<file path="src/rtl/rechannelizer2_pkg.sv">
// rtl/rechannelizer2_pkg.sv - shared state encodings and default widths for the rechannelizer stages
package rechannelizer2_pkg;
    localparam int IN_W_DEF  = 24;
    localparam int OUT_W_DEF = 16;

    localparam logic [0:0] ST_WAIT_SOP = 1'b0;
    localparam logic [0:0] ST_WAIT_EOP = 1'b1;
endpackage

</file>
<file path="src/rtl/rechannelizer2_pair_fifo2.sv">
// rtl/rechannelizer2_pair_fifo2.sv - two-entry pair buffer with a registered head entry
module pair_fifo2 #(
    parameter int W = 32
) (
    input  logic         clk,
    input  logic         reset_n,
    input  logic         push,
    input  logic [W-1:0] push_data,
    input  logic         pop,
    output logic         full,
    output logic         empty,
    output logic [W-1:0] head
);
    logic [1:0]   count;
    logic [W-1:0] mem0;
    logic [W-1:0] mem1;
    logic         do_push;
    logic         do_pop;

    assign full    = (count == 2'd2);
    assign empty   = (count == 2'd0);
    assign head    = mem0;
    assign do_pop  = pop && !empty;
    // a full buffer still takes a push when the head leaves in the same cycle
    assign do_push = push && (!full || do_pop);

    always_ff @(posedge clk) begin
        if (!reset_n) begin
            count <= 2'd0;
            mem0  <= '0;
            mem1  <= '0;
        end else begin
            case ({do_push, do_pop})
                2'b10: begin
                    if (empty) mem0 <= push_data;
                    else       mem1 <= push_data;
                    count <= count + 2'd1;
                end
                2'b01: begin
                    // last entry leaving keeps the head value visible
                    if (full) mem0 <= mem1;
                    count <= count - 2'd1;
                end
                2'b11: begin
                    if (full) begin
                        mem0 <= mem1;
                        mem1 <= push_data;
                    end else begin
                        mem0 <= push_data;
                    end
                end
                default: ;
            endcase
        end
    end
endmodule

</file>
<file path="src/rtl/rechannelizer2.sv">
// rtl/rechannelizer2.sv - re-pairs a 2-beat I/Q packet stream into parallel rounded channel words
module rechannelizer2
    import rechannelizer2_pkg::*;
#(
    parameter int IN_W  = IN_W_DEF,
    parameter int OUT_W = OUT_W_DEF,
    parameter int CNT_W = 16
) (
    input  logic             clk,
    input  logic             reset_n,
    input  logic [IN_W-1:0]  in_data,
    input  logic             in_valid,
    input  logic             in_sop,
    input  logic             in_eop,
    output logic [OUT_W-1:0] out_data_1,
    output logic [OUT_W-1:0] out_data_2,
    output logic             out_valid,
    input  logic             out_ready,
    output logic             err_framing,
    output logic             err_overflow,
    input  logic             err_clear,
    output logic [CNT_W-1:0] pair_count
);
    logic [0:0]       state;
    logic [OUT_W-1:0] ch1;
    logic [OUT_W-1:0] rnd;
    logic             start_beat;
    logic             push_req;
    logic             frame_bad;
    logic             pop;
    logic             full;
    logic             empty;
    logic             overflow;
    logic [2*OUT_W-1:0] head;

    generate
        if (IN_W == OUT_W) begin : g_pass
            assign rnd = in_data;
        end else begin : g_round
            localparam int SH = IN_W - OUT_W;
            localparam logic signed [IN_W:0] HALF = (IN_W+1)'(1) << (SH - 1);
            logic signed [IN_W:0] sum;
            logic signed [IN_W:0] shf;
            logic                 sat;
            assign sum = $signed({in_data[IN_W-1], in_data}) + HALF;
            assign shf = sum >>> SH;
            // only the positive side can exceed the output range after rounding up
            assign sat = !shf[IN_W] && (shf[IN_W-1:OUT_W-1] != '0);
            assign rnd = sat ? {1'b0, {(OUT_W-1){1'b1}}} : shf[OUT_W-1:0];
        end
    endgenerate

    assign start_beat = in_sop && !in_eop;
    assign push_req   = in_valid && (state == ST_WAIT_EOP) && in_eop && !in_sop;
    assign frame_bad  = in_valid && ((state == ST_WAIT_SOP) ? !start_beat : !(in_eop && !in_sop));
    assign pop        = out_valid && out_ready;
    assign overflow   = push_req && full && !pop;

    pair_fifo2 #(.W(2*OUT_W)) u_fifo (
        .clk       (clk),
        .reset_n   (reset_n),
        .push      (push_req),
        .push_data ({ch1, rnd}),
        .pop       (pop),
        .full      (full),
        .empty     (empty),
        .head      (head)
    );

    assign out_valid  = !empty;
    assign out_data_1 = head[2*OUT_W-1:OUT_W];
    assign out_data_2 = head[OUT_W-1:0];

    always_ff @(posedge clk) begin
        if (!reset_n) begin
            state        <= ST_WAIT_SOP;
            ch1          <= '0;
            err_framing  <= 1'b0;
            err_overflow <= 1'b0;
            pair_count   <= '0;
        end else begin
            // every valid beat that is a clean sop starts a packet, from either state
            if (in_valid) begin
                state <= start_beat ? ST_WAIT_EOP : ST_WAIT_SOP;
                if (start_beat) ch1 <= rnd;
            end
            if (push_req && !overflow) pair_count <= pair_count + 1'b1;
            if (err_clear) begin
                err_framing  <= 1'b0;
                err_overflow <= 1'b0;
            end
            if (frame_bad) err_framing  <= 1'b1;
            if (overflow)  err_overflow <= 1'b1;
        end
    end
endmodule

</file>
<file path="config.mk">
export PLATFORM = sky130hd
export DESIGN_NAME = rechannelizer2
export DESIGN_NICKNAME = d
export VERILOG_FILES = /design/src/rtl/rechannelizer2_pkg.sv /design/src/rtl/rechannelizer2_pair_fifo2.sv /design/src/rtl/rechannelizer2.sv
export SDC_FILE = /design/constraint.sdc
export NUM_CORES = 1
export LEC_CHECK = 0
export ABC_AREA = 0
export BUFFER_PORTS_ARGS = -buffer_cell sky130_fd_sc_hd__buf_4
export CAP_MARGIN = 25
export CELL_PAD_IN_SITES_DETAIL_PLACEMENT = 0
export CELL_PAD_IN_SITES_GLOBAL_PLACEMENT = 1
export CORE_ASPECT_RATIO = 1.75
export CORE_UTILIZATION = 38
export CTS_BUF_LIST = sky130_fd_sc_hd__clkbuf_8 sky130_fd_sc_hd__clkbuf_16
export DETAILED_ROUTE_END_ITERATION = 12
export PLACE_DENSITY_LB_ADDON = 0.1
export SLEW_MARGIN = 20
export SYNTH_ARGS = -nofsm -noshare
export SYNTH_HDL_FRONTEND = slang
export SYNTH_HIERARCHICAL = 1
export SYNTH_SLANG_ARGS = --single-unit
</file>
<file path="constraint.sdc">
create_clock -name clk -period 1.8 [get_ports clk]
set_input_delay 0.36 -clock clk [delete_from_list [all_inputs] [get_ports clk]]
set_output_delay 0.36 -clock clk [all_outputs]
set_load 0.02 [all_outputs]
</file>
==> results.py, run 1 <==
metrics = {
    "finish": {
        "combined_flip_flop_and_latch_cell_area_sq_um": 2029,
        "num_antenna_cells": 0,
        "post_route_cells_drive_above_1_share_pct": 27.70,
        "finish.net_count": 685,
        "num-fill-cells": 1172,
        "multi_input_area_sq_um": 2409,
        "final_core_util_pct": 51.15,
        "area_growth_syn_to_layout_pct": 31.96,
        "postLayoutCellArea_sq_um": 6106,
    },
    "sta": {
        "hold_viol_final": 0,
        "max_clock_freq_mhz": 550.4,
        "worst_hold_slack_ns": 0.3120,
        "finalWorstPathRequiredPeriod_ns": 1.817,
        "report.final.slew_viol_count": 0,
        "fin_skew_ns": 0.009782,
        "worst_slew_pin_slew_ns": 0.5978,
        "fin_worst_setup_slack_ns": -0.01671,
        "rsz0062_at_grt": "true",
        "min_period_over_period_pct": 100.9,
        "finalSetupViolations": 2,
        "slew_headroom_pct": 59.90,
        "final.setup.tns_ns": -0.02486,
    },
    "die": {
        "die-width_um": 85.42,
        "die_area_sq_um": 12640,
        "die_height_um": 148.0,
        "placeableCoreArea_sq_um": 11940,
        "ioPinCount": 82,
        "row_count": 53,
        "start_util_pct": 38.76,
    },
    "critical_path": {
        "critical_path_peak_fanout": 5,
        "critPathLaunchType": "flip-flop",
        "number_of_buffers_and_inverters_on_the_critical_path": 0,
        "endpoint_kind": "flip-flop",
        "crit_path_top_delay_cell": "sky130_fd_sc_hd__a2111o_1",
        "arrival_ns": 2.08,
        "cp_cell_sequence": "nor2_4 > nand2b_4 > a2111o_1 > or4_1 > a21oi_1",
        "timing.critical_path.slowest_cell_delay_ns": 0.52,
        "critical-path-top-delay-family": "simple AND/OR/NAND/NOR gates",
        "crit_type": "reg2reg",
        "cp.required_ns": 2.06,
    },
    "placed_design": {
        "place_hpwl_um": 8539,
        "placement.cell_area_sq_um": 5657,
        "place.port_buffers": 74,
        "gp_congestion": 0.8121,
    },
    "yosys": {
        "synth_common_cells": "sky130_fd_sc_hd__dfxtp_1 (101), sky130_fd_sc_hd__nand2_1 (91), sky130_fd_sc_hd__a31oi_1 (40), sky130_fd_sc_hd__nor2b_1 (38), sky130_fd_sc_hd__o21ai_0 (37)",
        "yosysMostFrequentCell": "sky130_fd_sc_hd__dfxtp_1",
        "synthesis.yosys.warnings": 6,
        "area_of_the_mapped_netlist_sq_um": 4627,
        "dominant_cell_type_by_area_after_synthesis": "sky130_fd_sc_hd__dfxtp_1",
        "synth_cell_types": 49,
        "synth_nets": 571,
        "postSynth.topFlopCell": "sky130_fd_sc_hd__dfxtp_1",
        "synthDominantCellAreaShare_pct": 43.70,
        "synth-edff-count": 0,
        "syn_inst": 538,
        "syn-mean-instance-area_sq_um": 8.600,
        "synth_top_cells_by_area": "sky130_fd_sc_hd__dfxtp_1 (44%), sky130_fd_sc_hd__nand2_1 (7.4%), sky130_fd_sc_hd__mux2i_1 (7.4%)",
        "ys_ff_latch": 101,
        "sequential_fraction_of_the_synthesis_area_pct": 43.70,
        "async_reset_ff_share_pct": 0,
    },
    "flow_run": {
        "max_cap_violations": 0,
    },
    "cts": {
        "clk_pin_slew_worst_setup_hold_paths_ns": 0.07,
        "clk-insertion-delay-late_ns": 0.35,
        "numClockSinks": 101,
        "cts_hold_buffers": 0,
        "htreeDepth": 3,
        "clock_tree.root_cell": "sky130_fd_sc_hd__clkbuf_16",
        "clock_tree.buffer_depth": 2,
        "cts_buffers": 9,
        "cts_tree": "built",
    },
    "hold_path": {
        "hold_path_class": "in2reg",
    },
    "detailed_routing": {
        "num_vias": 4125,
        "ant_nets": 0,
        "avgRoutedWirePerCell_um": 15.66,
        "drt_iter0_markers": 180,
        "drt_pass1_iterations": 4,
        "via_cell_ratio": 5.195,
        "drt_drc_violations_left": 0,
        "routed_wirelength_um": 12430,
    },
    "power_and_ir_drop": {
        "comb_power_share_pct": 7.5,
        "clock_power_share_pct": 41.5,
        "power.leakage_nw": 2.656,
        "p_int_mw": 3.373,
        "power.ir.vdd_worst_mv": 0.4739,
        "switching_share_pct": 24.64,
        "powerDensity_nw_per_um2": 733.0,
        "p_switching_mw": 1.103,
        "report.power.total_mw": 4.476,
        "p_seq_share_pct": 51.0,
    },
    "outcome": {
        "failing_checks": "setup timing",
        "outcome": "finished with violations",
    },
    "global_route": {
        "wire_length_of_the_first_global_routing_pass_um": 19480,
        "antenna_found_initial": 0,
        "global_route.usage.total_pct": 19.57,
        "global_route.overflow_total": 0,
        "maximum_number_of_pins_on_one_net_before_global_route_repair": 37,
        "via_count_of_the_first_global_routing_pass": 3930,
    },
}
cells by family after synthesis:
group / after synthesis / synth area share, %
AND/OR/NAND/NOR: 195 / 21.80
AO/OA/AOI/OAI: 138 / 17.66
flip-flops: 101 / 43.70
buffers and inverters: 51 / 5.679
multiplexers: 35 / 7.599
XOR/XNOR: 16 / 3.029
adder cells (fa/ha/maj): 2 / 0.5407
per-stage QoR:
stage	std cells	setup slack (ns)
global placement	769	-0.2551
detailed placement	769	-0.2324
finish	794	-0.01671
global route	794	-0.09739
CTS	786	0.004705
floorplan	538	0.01220
worst register-to-register path: cells and delay by family, from the launching register on:
kind / cells / cell delay (ns)
AND/OR/NAND/NOR: 3 / 0.70
flip-flops: 1 / 0.36
AO/OA/AOI/OAI: 2 / 0.67
path summary, 6_finish.rpt:
kind | from | end | slack, ns | depth (start not counted)
worst min-delay path | err_clear | err_overflow$_SDFFE_PN0P_ | 0.31 | 4
worst min register to register | u_fifo/mem1[31]$_SDFFE_PN0P_ | u_fifo/head[31]$_SDFFE_PN0P_ | 0.47 | 2
worst max-delay path | u_fifo/count[0]$_SDFFE_PN0P_ | pair_count[15]$_SDFFE_PN0P_ | -0.02 | 5
worst max register to register | u_fifo/count[0]$_SDFFE_PN0P_ | pair_count[15]$_SDFFE_PN0P_ | -0.02 | 5
sequential cells by signal (all words and copies together) (netlist names):
signal / flops
pair_count: 16
err_framing: 1
ch1: 16
state: 1
u_fifo/head: 32
u_fifo/mem1: 32
u_fifo/count: 2
err_overflow: 1
metal layers:
| layer | GRT usage [%] | wire, um |
|---|---|---|
| met1 | 22.85 | 5366 |
| met2 | 36.00 | 6459 |
| met3 | 3.462 | 424 |
| met4 | 5.500 | 182 |
| met5 | 0 | 0 |
layout make-up:
| type | count | share of cell area (%) |
|---|---|---|
| multi-input cells | 386 | 39.45 |
| flip-flops and latches | 101 | 33.24 |
| well taps | 137 | 2.807 |
| repair buffers | 139 | 18.91 |
| inverters | 15 | 0.9836 |
| clock inverters | 7 | 0.9221 |
| clock buffers | 9 | 3.689 |
layout by cell type, fill, tap and decap left out, types with 3 or more instances in the layout:
master,n
sky130_fd_sc_hd__a31oi_1,40
sky130_fd_sc_hd__nor4_1,4
sky130_fd_sc_hd__buf_6,3
sky130_fd_sc_hd__nand2_1,91
sky130_fd_sc_hd__inv_1,13
sky130_fd_sc_hd__inv_6,4
sky130_fd_sc_hd__clkbuf_16,10
sky130_fd_sc_hd__dfxtp_2,3
sky130_fd_sc_hd__or3_1,10
sky130_fd_sc_hd__xor2_1,4
sky130_fd_sc_hd__nand4_1,7
sky130_fd_sc_hd__mux2i_1,34
sky130_fd_sc_hd__buf_12,6
sky130_fd_sc_hd__nand3_1,10
sky130_fd_sc_hd__and4_1,3
sky130_fd_sc_hd__dfxtp_1,97
sky130_fd_sc_hd__nor2_1,15
sky130_fd_sc_hd__buf_4,128
sky130_fd_sc_hd__xnor2_1,11
sky130_fd_sc_hd__o21ai_0,37
sky130_fd_sc_hd__o21ai_1,20
sky130_fd_sc_hd__a21oi_1,21
sky130_fd_sc_hd__nor2b_1,37
what timing repair did:
item / in CTS / in global routing
resized for setup: 4 / 17
setup endpoints to repair: 38 / 74
gates cloned: 0 / 2
pin swaps: 1 / 11
setup buffers: 1 / 6
power by group through the flow:
| stage | logic (mW) | registers [mW] | clock network, mW |
|---|---|---|---|
| 3_5_place_dp | 0.332 | 2.34 | 0 |
| 3_3_place_gp | 0.329 | 2.34 | 0 |
| 5_1_grt | 0.367 | 2.28 | 2.01 |
| 6_report | 0.335 | 2.28 | 1.86 |
| 4_1_cts | 0.336 | 2.28 | 1.92 |
| 2_1_floorplan | 0.144 | 2.34 | 0 |
(Power assumes the default switching activity.)
==> run 2, diff against run 1 <==
--- a/config.mk
+++ b/config.mk
@@ -6,15 +6,15 @@
 export NUM_CORES = 1
 export LEC_CHECK = 0
 export ABC_AREA = 0
-export BUFFER_PORTS_ARGS = -buffer_cell sky130_fd_sc_hd__buf_4
+export BUFFER_PORTS_ARGS = -buffer_cell sky130_fd_sc_hd__buf_2
 export CAP_MARGIN = 25
 export CELL_PAD_IN_SITES_DETAIL_PLACEMENT = 0
 export CELL_PAD_IN_SITES_GLOBAL_PLACEMENT = 1
 export CORE_ASPECT_RATIO = 1.75
-export CORE_UTILIZATION = 38
+export CORE_UTILIZATION = 41
 export CTS_BUF_LIST = sky130_fd_sc_hd__clkbuf_8 sky130_fd_sc_hd__clkbuf_16
 export DETAILED_ROUTE_END_ITERATION = 12
-export PLACE_DENSITY_LB_ADDON = 0.1
+export PLACE_DENSITY = 0.83
 export SLEW_MARGIN = 20
 export SYNTH_ARGS = -nofsm -noshare
 export SYNTH_HDL_FRONTEND = slang
==> constraint.sdc (replaced) <==
create_clock -name clk -period 1.7 [get_ports clk]
set_input_delay 0.34 -clock clk [delete_from_list [all_inputs] [get_ports clk]]
set_output_delay 0.34 -clock clk [all_outputs]
set_load 0.02 [all_outputs]
==> run 2 against run 1 <==
The run still ends with setup timing left. Die area shrank 7.2%. Hold slack lost 0.049 ns. Clock power grew 22%. Fmax shrank 5.7%. Clock skew shrank 0.0022 ns. Register-to-register slack lost 0.21 ns. Utilization grew 7.3 points. Non-clock buffer count grew 23. Via count grew 7.8%. Combinational power grew 6.0%. Flip-flop and latch count is the same. Design area grew 5.7%.
==> results.py, run 2 (synthesis gave the netlist of run 1 again) <==
metrics = {
    "outcome": {
        "outcome": "finished with violations",
        "failing_checks": "setup timing",
    },
    "cts": {
        "clk-insertion-delay-late_ns": 0.35,
        "htreeDepth": 3,
        "clk_pin_slew_worst_setup_hold_paths_ns": 0.07,
        "cts_tree": "built",
        "clock_tree.buffer_depth": 2,
        "clock_tree.root_cell": "sky130_fd_sc_hd__clkbuf_16",
        "numClockSinks": 101,
        "cts_buffers": 9,
    },
    "sta": {
        "slew_headroom_pct": 75.00,
        "report.final.slew_viol_count": 0,
        "finalWorstPathRequiredPeriod_ns": 1.926,
        "final.setup.tns_ns": -7.191,
        "rsz0062_at_grt": "true",
        "worst_slew_pin_slew_ns": 0.3719,
        "min_period_over_period_pct": 113.3,
        "max_clock_freq_mhz": 519.3,
        "fin_skew_ns": 0.007615,
        "fin_worst_setup_slack_ns": -0.2258,
        "hold_viol_final": 0,
        "worst_hold_slack_ns": 0.2629,
        "finalSetupViolations": 70,
    },
    "die": {
        "row_count": 51,
        "placeableCoreArea_sq_um": 11040,
        "ioPinCount": 82,
        "die_height_um": 142.5,
        "die_area_sq_um": 11730,
        "die-width_um": 82.31,
        "start_util_pct": 41.91,
    },
    "detailed_routing": {
        "ant_nets": 0,
        "drt_drc_violations_left": 0,
        "avgRoutedWirePerCell_um": 16.79,
        "num_vias": 4448,
        "via_cell_ratio": 5.478,
        "drt_pass1_iterations": 5,
        "drt_iter0_markers": 280,
        "routed_wirelength_um": 13640,
    },
    "placed_design": {
        "place.port_buffers": 74,
        "placement.cell_area_sq_um": 5547,
        "place_hpwl_um": 8421,
        "gp_congestion": 0.8327,
    },
    "finish": {
        "num-fill-cells": 975,
        "mostFrequentLayoutCells": "sky130_fd_sc_hd__dfxtp_1 (96), sky130_fd_sc_hd__buf_2 (74), sky130_fd_sc_hd__buf_4 (62)",
        "final_core_util_pct": 58.47,
        "postLayoutCellArea_sq_um": 6455,
        "num_antenna_cells": 0,
        "post_route_cells_drive_above_1_share_pct": 36.76,
        "finish.net_count": 708,
        "most_frequent_standard_cell_in_the_layout_excluding_fill_and_tap_cells": "sky130_fd_sc_hd__dfxtp_1",
        "area_growth_syn_to_layout_pct": 39.51,
    },
    "global_route": {
        "wire_length_of_the_first_global_routing_pass_um": 20200,
        "global_route.usage.total_pct": 22.74,
        "antenna_found_initial": 0,
        "global_route.overflow_total": 0,
        "via_count_of_the_first_global_routing_pass": 4183,
        "maximum_number_of_pins_on_one_net_before_global_route_repair": 43,
    },
    "critical_path": {
        "endpoint_kind": "flip-flop",
        "timing.critical_path.mode_cell": "sky130_fd_sc_hd__buf_6",
        "timing.critical_path.slowest_cell_delay_ns": 0.36,
        "critical_path_peak_fanout": 6,
        "arrival_ns": 2.16,
        "crit_type": "reg2reg",
        "cp_cell_sequence": "nor2_4 > nand2b_4 > buf_6 > inv_6 > and3b_2 > o21ai_4 > buf_6 > buf_12 > mux2i_1 > nor2b_1",
        "critPathLaunchType": "flip-flop",
        "crit_path_top_delay_cell": "sky130_fd_sc_hd__dfxtp_4",
        "cp.required_ns": 1.94,
    },
    "flow_run": {
        "max_cap_violations": 0,
    },
    "power_and_ir_drop": {
        "report.power.total_mw": 5.028,
        "power.leakage_nw": 2.905,
        "powerDensity_nw_per_um2": 778.9,
        "power.ir.vdd_worst_mv": 0.5144,
    },
    "hold_path": {
        "hold_path_class": "in2reg",
    },
}
==> run 2: layout make-up <==
cell class                      count  area [sq um]  share of cell area (%)
Sequential cell                   101          2033                   31.50
Multi-Input combinational cell    386          2564                   39.72
Clock inverter                      7         100.1                   1.551
Clock buffer                        9         225.2                   3.489
Timing Repair Buffer              162          1306                   20.24
Tap cell                          132         165.2                   2.559
Inverter                           15         61.31                  0.9498
==> run 2: timing repair <==
item / 4_1_cts / 5_1_grt
pin swaps: 23 / 42
resized for setup: 18 / 68
endpoints found under the setup margin: 73 / 75
gates cloned: 3 / 6
hold buffers: 0 / 0
buffers inserted: 14 / 4
==> run 2: where the power goes <==
| group | internal, mW | switching [mW] | leakage, nW | total, mW |
|---|---|---|---|---|
| clock network | 1.30 | 0.955 | 0.159 | 2.26 |
| logic | 0.159 | 0.196 | 1.93 | 0.355 |
| registers | 2.39 | 0.0260 | 0.819 | 2.42 |
| total | 3.85 | 1.18 | 2.91 | 5.03 |
==> run 2: through the flow <==
step           cells  setup slack, ns
3_3_place_gp     771          -0.1845
4_1_cts          802         -0.09481
2_1_floorplan    538        -0.004054
3_5_place_dp     771          -0.1992
5_1_grt          812          -0.2351
6_report         812          -0.2258
==> run 2: path summary, 6_finish.rpt <==
path | from | to | slack [ns] | depth (start not counted)
setup / recovery | u_fifo/count[1]$_SDFFE_PN0P_ | u_fifo/mem1[2]$_SDFFE_PN0P_ | -0.23 | 10
hold / removal | err_clear | err_overflow$_SDFFE_PN0P_ | 0.26 | 4
setup reg to reg | u_fifo/count[1]$_SDFFE_PN0P_ | u_fifo/mem1[2]$_SDFFE_PN0P_ | -0.23 | 10
hold reg to reg | err_overflow$_SDFFE_PN0P_ | err_overflow$_SDFFE_PN0P_ | 0.46 | 2
==> run 2: per-layer routing <==
metal | GRT usage, % | share of wire, %
met3 | 3.269 | 4.2
met2 | 41.15 | 54
met4 | 10.90 | 3.6
met5 | 0 | 0
met1 | 24.99 | 38
==> run 2: critical path: cells and delay by family, from the launching register on <==
kind,cells,cell delay [ns]
DFF,1,0.36
buffers and inverters,4,0.44
and+or+nand+nor,4,0.56
AOI/OAI and AO/OA,1,0.19
muxes,1,0.25
